## src/rtl/grant_sequencer.sv

```systemverilog
// Round-robin grant sequencer: one owner of the shared decoder select at a time.
// Optional forced release after TIMEOUT held cycles when GRANT_TIMEOUT_EN is defined.
module grant_sequencer #(
    parameter int N       = 8,
    parameter int W       = $clog2(N),
    parameter int TIMEOUT = 16
) (
    input  logic         clk,
    input  logic         rst_n,
    input  logic         en,
    input  logic [N-1:0] req,
    input  logic         done,
    output logic [N-1:0] gnt,
    output logic [W-1:0] gnt_idx,
    output logic         gnt_valid,
    output logic         timeout,
    output logic         state_dbg
);

    typedef enum logic {
        IDLE  = 1'b0,
        GRANT = 1'b1
    } state_t;

    localparam bit TIMEOUT_LEGAL = (TIMEOUT >= 2) && (TIMEOUT <= 255);

    state_t         state_q, state_d;
    logic [W-1:0]   ptr_q;
    logic [W-1:0]   idx_q;
    logic           timeout_q;
    logic [W-1:0]   sel_idx;
    logic [W-1:0]   cand;
    logic           sel_hit;
    logic           normal_rel;
    logic           force_rel;
    logic           rel;

    // First requester at or after ptr; W-bit addition gives the modulo-N wrap.
    always_comb begin
        sel_idx = '0;
        sel_hit = 1'b0;
        cand    = '0;
        for (int i = 0; i < N; i++) begin
            cand = ptr_q + W'(i);
            if (!sel_hit && req[cand]) begin
                sel_hit = 1'b1;
                sel_idx = cand;
            end
        end
    end

    assign normal_rel = done | ~req[idx_q];

`ifdef GRANT_TIMEOUT_EN
    logic [7:0] cnt_q;
    logic       expire;

    assign expire    = TIMEOUT_LEGAL && (cnt_q == 8'(TIMEOUT - 1));
    assign force_rel = expire & ~normal_rel;

    always_ff @(posedge clk or negedge rst_n) begin
        if (!rst_n) begin
            cnt_q <= 8'd0;
        end else if (state_q == GRANT) begin
            cnt_q <= cnt_q + 8'd1;
        end else begin
            cnt_q <= 8'd0;
        end
    end
`else
    assign force_rel = 1'b0 && TIMEOUT_LEGAL;
`endif

    assign rel = normal_rel | force_rel;

    always_ff @(posedge clk or negedge rst_n) begin
        if (!rst_n) begin
            state_q <= IDLE;
        end else begin
            state_q <= state_d;
        end
    end

    always_comb begin
        state_d = state_q;
        case (state_q)
            IDLE:    if (en && sel_hit) state_d = GRANT;
            GRANT:   if (rel)           state_d = IDLE;
            default:                    state_d = IDLE;
        endcase
    end

    // Owner index is cleared on release so gnt_idx reads 0 while idle.
    always_ff @(posedge clk or negedge rst_n) begin
        if (!rst_n) begin
            idx_q     <= '0;
            ptr_q     <= '0;
            timeout_q <= 1'b0;
        end else begin
            timeout_q <= (state_q == GRANT) && force_rel;
            if (state_q == IDLE && state_d == GRANT) begin
                idx_q <= sel_idx;
            end else if (state_q == GRANT && rel) begin
                idx_q <= '0;
                ptr_q <= idx_q + W'(1);
            end
        end
    end

    always_comb begin
        gnt_valid = (state_q == GRANT);
        gnt_idx   = idx_q;
        gnt       = '0;
        if (gnt_valid) gnt = N'(1) << idx_q;
        timeout   = timeout_q;
        state_dbg = state_q;
    end

endmodule
```

## config.mk

```make
export PLATFORM = sky130hd
export DESIGN_NAME = grant_sequencer
export DESIGN_NICKNAME = d
export VERILOG_FILES = /design/src/rtl/grant_sequencer.sv
export SDC_FILE = /design/constraint.sdc
export NUM_CORES = 1
export LEC_CHECK = 0
export ABC_AREA = 1
export BUFFER_PORTS_ARGS = -buffer_cell sky130_fd_sc_hd__buf_2
export CAP_MARGIN = 20
export CORE_UTILIZATION = 41
export CTS_CLUSTER_SIZE = 40
export DETAILED_ROUTE_END_ITERATION = 10
export SLEW_MARGIN = 10
export SYNTH_ARGS = -nofsm -noshare
export SYNTH_HDL_FRONTEND = slang
export SYNTH_SLANG_ARGS = --single-unit
```

## constraint.sdc

```tcl
create_clock -name clk -period 2.6 [get_ports clk]
set_input_delay 0.65 -clock clk [delete_from_list [all_inputs] [get_ports clk]]
set_output_delay 0.65 -clock clk [all_outputs]
set_load 0.03 [all_outputs]
```

Yosys cells after proc, flatten, opt, wreduce, memory -nomap -nowiden. Index checks and enable logic that the tools add are counted.

Register bits after elaboration: 7. Bits in latches: 0. RAM bits: 0. Memory bits (read-only): 0. Input port bits: 12. Memories kept: 0.

Add/subtract/negate cells: 8. Multipliers: 0. Div/mod/pow operators: 0. Magnitude comparators: 9. Eq/ne operators: 0. Shifts and indexed selects: 1. Mux-type cells: 40. Bitwise operators: 4. Reduce and logical (&&, ||, !) cells: 19.

Operators with widths (count): less-than comparator 3 x 4 -> 1 bit (second input constant) (9); 2-to-1 mux 3 bit (10); binary-select mux 1 bit (select 3 bit) (9); 2-to-1 mux 1 bit (19); adder 3 bit (second input constant) (4); logical AND 1 bit (10); 2-to-1 mux 8 bit (1); << shifter 1 x 3 -> 8 bit (first input constant) (1); zero test 1 bit (7); adder 3 x 1 -> 3 bit (second input constant) (2); adder 3 x 2 -> 3 bit (second input constant) (2); inverter 1 bit (3); one-hot mux 1 bit (2 select lines) (1); AND reduction 2 bit (1); nonzero test 2 bit (1); bitwise OR 1 bit (1).

Longest topological paths before layout. Gate-level depths: netlist of the first run.

Depth in word-level cells: 30. Depth in mapped cells: 19. Depth with buffers taken out: 18.

Worst setup path before layout of the first run. Ideal clock, no wire load.

Kind: register -> register. Start point: reg ptr_q[1]. End point: reg idx_q[0] (netlist: gnt_idx[0]). Setup time: 0.118 ns. Arrival: 1.955 ns. Data required time: 2.482 ns. Setup slack: 0.527 ns. Stages on the path, launching flop included: 16. Path buffers: 1. Cells stage by stage: dfrtp_1 buf_4 inv_4 ha_1 inv_2 nand3_1 nand3_2 nand2_2 nor2_4 nand4_4 nor2_4 nand3_2 nand3_2 inv_2 nand3_1 nand2_1.

Cells in the longest elaborated chain, start to end: 29.

RTL lines: start: declaration (RTL line 28) `logic [W-1:0] ptr_q;`; start signal: assignment (RTL line 105) `ptr_q <= idx_q + W'(1);`; branches (longest 29 deep; another with adder 3 x 1 -> 3 bit); end signal: assignment (RTL line 102) `idx_q <= sel_idx;`; end: declaration (RTL line 29) `logic [W-1:0] idx_q;`.

Parallel ways; which one is timed is not known. The select of a mux whose other input is x is not followed. A chain may end at the register's enable or synchronous reset.

Final worst setup path of the first run.
Start point: reg ptr_q[0]. End point: reg idx_q[2] (netlist: gnt_idx[2]).

The elaborated chain is that of the path after synthesis.

==> results of run 1 <==
-- cell families (layout without fill, tap and decap cells) --
| family | after synthesis | after routing |
|---|---|---|
| flops | 7 | 7 |
| xor+xnor | 3 | 3 |
| buf+inv | 30 | 55 |
| compound gates | 16 | 16 |
| other cells | 1 | 1 |
| fa+ha+maj | 8 | 8 |
| simple gates | 136 | 136 |
-- cells in the mapped netlist --
master    number  area share, %
ha_1           8            8.0
nand3b_1       2            1.2
nand2_4        1           0.90
buf_6          2            1.8
nor3_1         1           0.40
dfrtp_1        7             14
o221ai_1       2            1.4
o21ai_2        1           0.70
o21bai_1       1           0.60
nand3_1       32             13
conb_1         1           0.30
nor2_1        19            5.7
nand4_1        3            1.5
o21ai_0        9            3.6
xnor2_2        2            2.6
buf_4          3            1.8
xor2_1         1           0.70
inv_4          1           0.50
nand4_4        1            1.7
nand3_2       11            8.8
a21oi_1        2           0.80
nand2_2        3            1.5
inv_2          6            1.8
nand2_1       60             18
nor2_4         3            2.7
o21ai_1        1           0.40
inv_1         18            5.4
-- metrics by stage --
stage          hold slack (ps)  util (%)  instances
4_1_cts                    223      49.5        257
3_3_place_gp               489      48.6        253
3_5_place_dp               490      48.6        253
2_1_floorplan              354         -        201
5_1_grt                    211      49.5        257
6_report                   220      49.5        257
-- path summary, 6_finish.rpt --
path                            cells after the start  slack (ps)                endpoint            startpoint
worst max-delay path                               14         380  gnt_idx[2]$_DFFE_PN0P_  ptr_q[0]$_DFFE_PN0P_
worst min-delay path                                1         220    ptr_q[2]$_DFFE_PN0P_                 rst_n
worst max register to register                     14         380  gnt_idx[2]$_DFFE_PN0P_  ptr_q[0]$_DFFE_PN0P_
worst min register to register                      2         610    ptr_q[1]$_DFFE_PN0P_  ptr_q[1]$_DFFE_PN0P_
max in group asynchronous                           1        2230    ptr_q[1]$_DFFE_PN0P_                 rst_n
min in group clk                                    2         610    ptr_q[1]$_DFFE_PN0P_  ptr_q[1]$_DFFE_PN0P_
-- critical path: stages (launching register included) --
cell	delay [ps]
dfrtp_1	380
inv_2	140
ha_1	330
inv_2	150
nand3_1	160
nand3_2	120
nand2_2	70
nor2_4	110
nand4_4	100
nor2_4	180
nand3_2	90
nand3_2	110
inv_2	50
nand3_1	70
nand2_1	50
-- routing by layer --
layer	routed length, µm	up-vias	track usage (%)
met5	0	-	0
met4	9	0	4.53
met3	194	2	3.17
met2	1520	41	34.1
met1	1520	627	28.8
li1	-	704	-
-- final cells by class --
cell class	count	area, µm²	area share, %
multi-input combinational	164	930	66.3
inverter	25	96.3	6.88
sequential	7	175	12.5
clock buffer	4	26.3	1.88
tap	31	38.8	2.77
timing repair buffer	26	135	9.64
-- registers in the layout, summed over array words and instances, names as in the netlist --
register,flops
gnt_valid,1
gnt_idx,3
ptr_q,3
==> metrics.md, run 1 <==
| Metric | Value |
|---|---|
| Layout fillers | `between 200 and 300` |
| Clk_lat worst skew | `250 ps` |
| CTS tree | `done` |
| I/O pin total | `26` |
| Share of cells above drive strength 1 | `25.7%` |
| Pre-CTS setup slack | `384 ps` |
| Tmin final | `2220 ps` |
| Crit. End Element | `flop` |
| Post-synthesis mux area share | `0%` |
| HPWL Detailed | `2.70 mm` |
| Initial Utilization | `44.1%` |
| Largest family of logic cells by synthesized area | `simple AND/OR/NAND/NOR gates` |
| Final nets | `between 200 and 250` |
| Compound-Gate Fraction of Synth Area | `between 7 and 8%` |
| Mean Syn Cell Area | `6.20 µm²` |
| CP max FO | `9` |
| Synth Area in Adders | `8.03%` |
| First-pass DRT Iterations | `7` |
| Core box area | `2830 µm²` |
| Status | `finished, violations left` |
| Final hold violation count | `0` |
| Failing checks | `design-rule violations` |
| Final setup viols | `0` |
| Crit path launch type | `flop` |
| First-pass GRT wire length | `5.38 mm` |
| Die area | `3260 µm²` |
| Setup TNS | `0 ps` |
| # resized after CTS | `0` |
| FF+latch count, synth | `7` |
| H-tree Lvls | `1` |
| Count of different cell masters after synthesis | `27` |
| Commonest cells after routing, fill and taps aside | `nand2_1 (60), nand3_1 (32), buf_2 (24)` |
| Die Ht | `57.1 µm` |
| Largest net degree at the start of global routing | `13` |
| Post-synthesis xor/xnor area fraction | `3.31%` |
| Hold buffers post-CTS | `0` |
| Antenna cells | `0` |
| # DRC | `4` |
| Synth Instances | `201` |
| Initial antenna violation count | `0` |
| Deepest clock path buffer count | `2` |
| Sequential area share after synthesis | `between 10% and 20%` |
| Grt total ovfl | `0` |
| Routed WL | `3.24 mm` |
| Clk root buf | `clkbuf_4` |
| Via/cell ratio | `5.35` |
| DRT antenna net count | `0` |
| Starting DRT DRC Count | `79` |
| Crit path DAT | `2360 ps` |
| Clk_skew | `about 1.8 ps` |
| Max Cap Viol | `0` |
| Hold Crit Class | `input pin to asynchronous set/reset pin` |
| Vias | `1374` |
| Clock Sinks | `7` |
| Wire per inst | `12.6 µm` |
| Port bufs | `24` |
| Die Wd | `57.1 µm` |
| Yosys warns | `0` |
| Worst-path clk slew | `roughly 50 ps` |
| Post-CTS Setup Repair Bufs | `0` |
| Critical Path RT | `2740 ps` |
| Worst setup margin | `~380 ps` |
| Setup Crit Path Kind | `flop to flop` |
| Fmax | `0.450 GHz` |
| Number of global-route vias before repair | `1240` |
| Pins Over Slew Limit | `0` |
| RSZ-0062 raised after global routing | `no` |
| Row cnt | `19` |
| Final Cell Area | `1400 µm²` |
| Fin crit share | `85.4%` |
| Synthesized area | `between 1000 and 1500 µm²` |
| CTS Buf Count | `3` |
| Most common cell after layout, fill and taps aside | `nand2_1` |
| Mapped Nets | `221` |
| Placed Area | `1380 µm²` |
| Area growth from synthesis to layout | `12.4%` |
| Post-Synth Simple-Gate Area | `between 50% and 60%` |
| GPL Wtd Cong | `0.964` |
| Total Routing Usage GR | `~21%` |
Power of run 1 is left out: the tool's default activity adds up to more than one toggle a clock period on the data nets, which glitch-free logic cannot reach.
==> inputs of run 2 (changes only) <==
- GPL_ROUTABILITY_DRIVEN: not set -> 0
- clock period: 2.6 -> 2.75 ns (I/O delays scaled with it)
==> run 2 against run 1 <==
  * The flow still finishes with violations (design-rule violations)
  * Register-to-register slack improved by 140 ps
  * Critical path depth unchanged
  * Highest routed layer unchanged
  * Sequential share of layout area hardly changed
  * Cell count unchanged
  * Count of clock-buffer cells in the layout fell by 1
  * Worst hold slack improved by 27 ps
  * Worst setup slack improved by 140 ps
  * Via count rose by 0.22%
==> metrics.md, run 2 (synthesis results as in run 1) <==
| Metric | Value |
|---|---|
| Status | `finished, violations left` |
| Failing checks | `design-rule violations` |
| RSZ-0062 raised after global routing | `no` |
| Via/cell ratio | `5.36 (+0.22%)` |
| Antenna cells | `0 (unchanged)` |
| Final nets | `247 (unchanged)` |
| Max Cap Viol | `0 (unchanged)` |
| H-tree Lvls | `1 (unchanged)` |
| Worst setup margin | `521 ps (+142 ps)` |
| Initial antenna violation count | `0 (unchanged)` |
| CTS Buf Count | `3 (unchanged)` |
| FF-to-FF Start | `ptr_q[0]$_DFFE_PN0P_` |
| Initial Utilization | `44.1% (unchanged)` |
| Starting DRT DRC Count | `82 (+3.8%)` |
| Final hold violation count | `0 (unchanged)` |
| Clk root buf | `clkbuf_4` |
| Port bufs | `24 (unchanged)` |
| Placed cells | `253 (unchanged)` |
| Die area | `3260 µm² (unchanged)` |
| Setup TNS | `0 ps (unchanged)` |
| Grt total ovfl | `0 (unchanged)` |
| WP buf/inv | `3 (unchanged)` |
| HPWL Detailed | `2.73 mm (+1.3%)` |
| Post-Layout Cell Count | `257 (unchanged)` |
| Number of global-route vias before repair | `1275 (+2.8%)` |
| Post-CTS Setup Repair Bufs | `0 (unchanged)` |
| Placed Area | `1380 µm² (unchanged)` |
| Crit path largest cell delay | `380 ps (about the same)` |
| Most common cell after layout, fill and taps aside | `nand2_1` |
| Crit path DAT | `2380 ps (+20 ps)` |
| Tmin final | `2230 ps (+8.47 ps)` |
| Core box area | `2830 µm² (unchanged)` |
| Hold buffers post-CTS | `0 (unchanged)` |
| Row cnt | `19 (unchanged)` |
| Setup Crit Path Kind | `flop to flop` |
| Largest net degree at the start of global routing | `13 (unchanged)` |
| Pre-CTS setup slack | `540 ps (+156 ps)` |
| R2R setup slack | `520 ps (+140 ps)` |
| Crit path launch type | `flop` |
| Fmax | `0.449 GHz (-0.38%)` |
| Die Wd | `57.1 µm (unchanged)` |
| Crit. End Element | `flop` |
| Total Routing Usage GR | `20.9% (+0.18 points)` |
| # resized after CTS | `0 (unchanged)` |
| Hold Crit Class | `input pin to asynchronous set/reset pin` |
| I/O pin total | `26 (unchanged)` |
| Wire per inst | `12.8 µm (+1.6%)` |
| Final Cell Area | `1400 µm² (about the same)` |
| Final setup viols | `0 (unchanged)` |
| Fin crit share | `81.0% (-4.3 points)` |
| Vias | `1377 (+0.22%)` |
| CTS tree | `done` |
| Die Ht | `57.1 µm (unchanged)` |
| Worst Reg-to-Reg Cells | `14 (unchanged)` |
| Worst-path cell chain | `inv_2 > ha_1 > inv_2 > nand3_1 > nand3_1 > nand2_2 > nor2_4 > nand4_4 > nor2_4 > nand3_2 > nand3_2 > inv_2 > nand3_1 > nand2_1` |
| Stages on the worst setup path | `14 (unchanged)` |
| Clk_lat worst skew | `260 ps (about the same)` |
| Clock Sinks | `7 (unchanged)` |
| Worst-path clk slew | `70 ps (+20 ps)` |
| Critical Path RT | `2900 ps (+160 ps)` |
| Pins Over Slew Limit | `0 (unchanged)` |
| Delay-heaviest family, CP | `simple AND/OR/NAND/NOR gates` |
| Commonest cells after routing, fill and taps aside | `nand2_1 (60), nand3_1 (32), buf_2 (24)` |
| Reg-to-reg endpoint | `gnt_idx[2]$_DFFE_PN0P_` |
| Layout fillers | `304 (+3.1%)` |
| # DRC | `4 (unchanged)` |
| Register Area | `175 µm² (unchanged)` |
| CP max FO | `9 (unchanged)` |
| Multi-input gate area | `930 µm² (unchanged)` |
| Clk_skew | `12.8 ps (+11.0 ps)` |
| First-pass GRT wire length | `5.42 mm (+0.76%)` |
| Deepest clock path buffer count | `2 (unchanged)` |
| Routed WL | `3.29 mm (+1.6%)` |
| Slowest-stage cell, CP | `dfrtp_1` |
| Share of cells above drive strength 1 | `26.1% (+0.44 points)` |
| Area growth from synthesis to layout | `12.6% (about the same)` |
| First-pass DRT Iterations | `7 (unchanged)` |
| DRT antenna net count | `0 (unchanged)` |
## run 2: cell types whose count changed in the layout (fill, tap and decap cells not counted)
cell and delta:
clkbuf_1 -1, clkinv_2 +1
## run 2: worst max path at each step
stage | slack, ps | end | startpoint
final | 520 | gnt_idx[2]$_DFFE_PN0P_ | ptr_q[0]$_DFFE_PN0P_
after global routing | 370 | gnt_idx[2]$_DFFE_PN0P_ | ptr_q[0]$_DFFE_PN0P_
after CTS | 540 | gnt_idx[2]$_DFFE_PN0P_ | ptr_q[0]$_DFFE_PN0P_
after detailed placement | 540 | gnt_idx[2]$_DFFE_PN0P_ | ptr_q[0]$_DFFE_PN0P_
after global placement | 590 | gnt_idx[1]$_DFFE_PN0P_ | ptr_q[0]$_DFFE_PN0P_
after floorplan | 680 | gnt_idx[0]$_DFFE_PN0P_ | ptr_q[1]$_DFFE_PN0P_
## run 2: through the flow
step                utilization, %  hold WS [ps]
floorplan                        -           392
global placement              48.6           529
detailed placement            48.6           532
CTS                           49.6           252
global route                  49.6           249
finish                        49.6           247
## run 2: cell type report
cell class	instances	share of cell area, %
clock buffer	3	1.61
clock inverter	1	0.357
inverter	25	6.87
multi-input combinational	164	66.3
sequential	7	12.5
tap	31	2.77
timing repair buffer	26	9.63
## run 2: routing by layer
layer  up-vias  track usage [%]  share of wire (%)
li1        706                -                  -
met1       632             27.7                 49
met5         -                0                  0
met4         0             3.48               0.36
met2        37             36.1                 46
met3         2             3.63                4.4
## run 2: worst register-to-register path, delay by kind of cell, from the launching register on
family	cells	cell delay, ps
adder cells (fa/ha/maj)	1	330
buffers and inverters	3	360
flip-flops	1	380
AND/OR/NAND/NOR	10	1070
Power of run 2 is left out for the same reason.
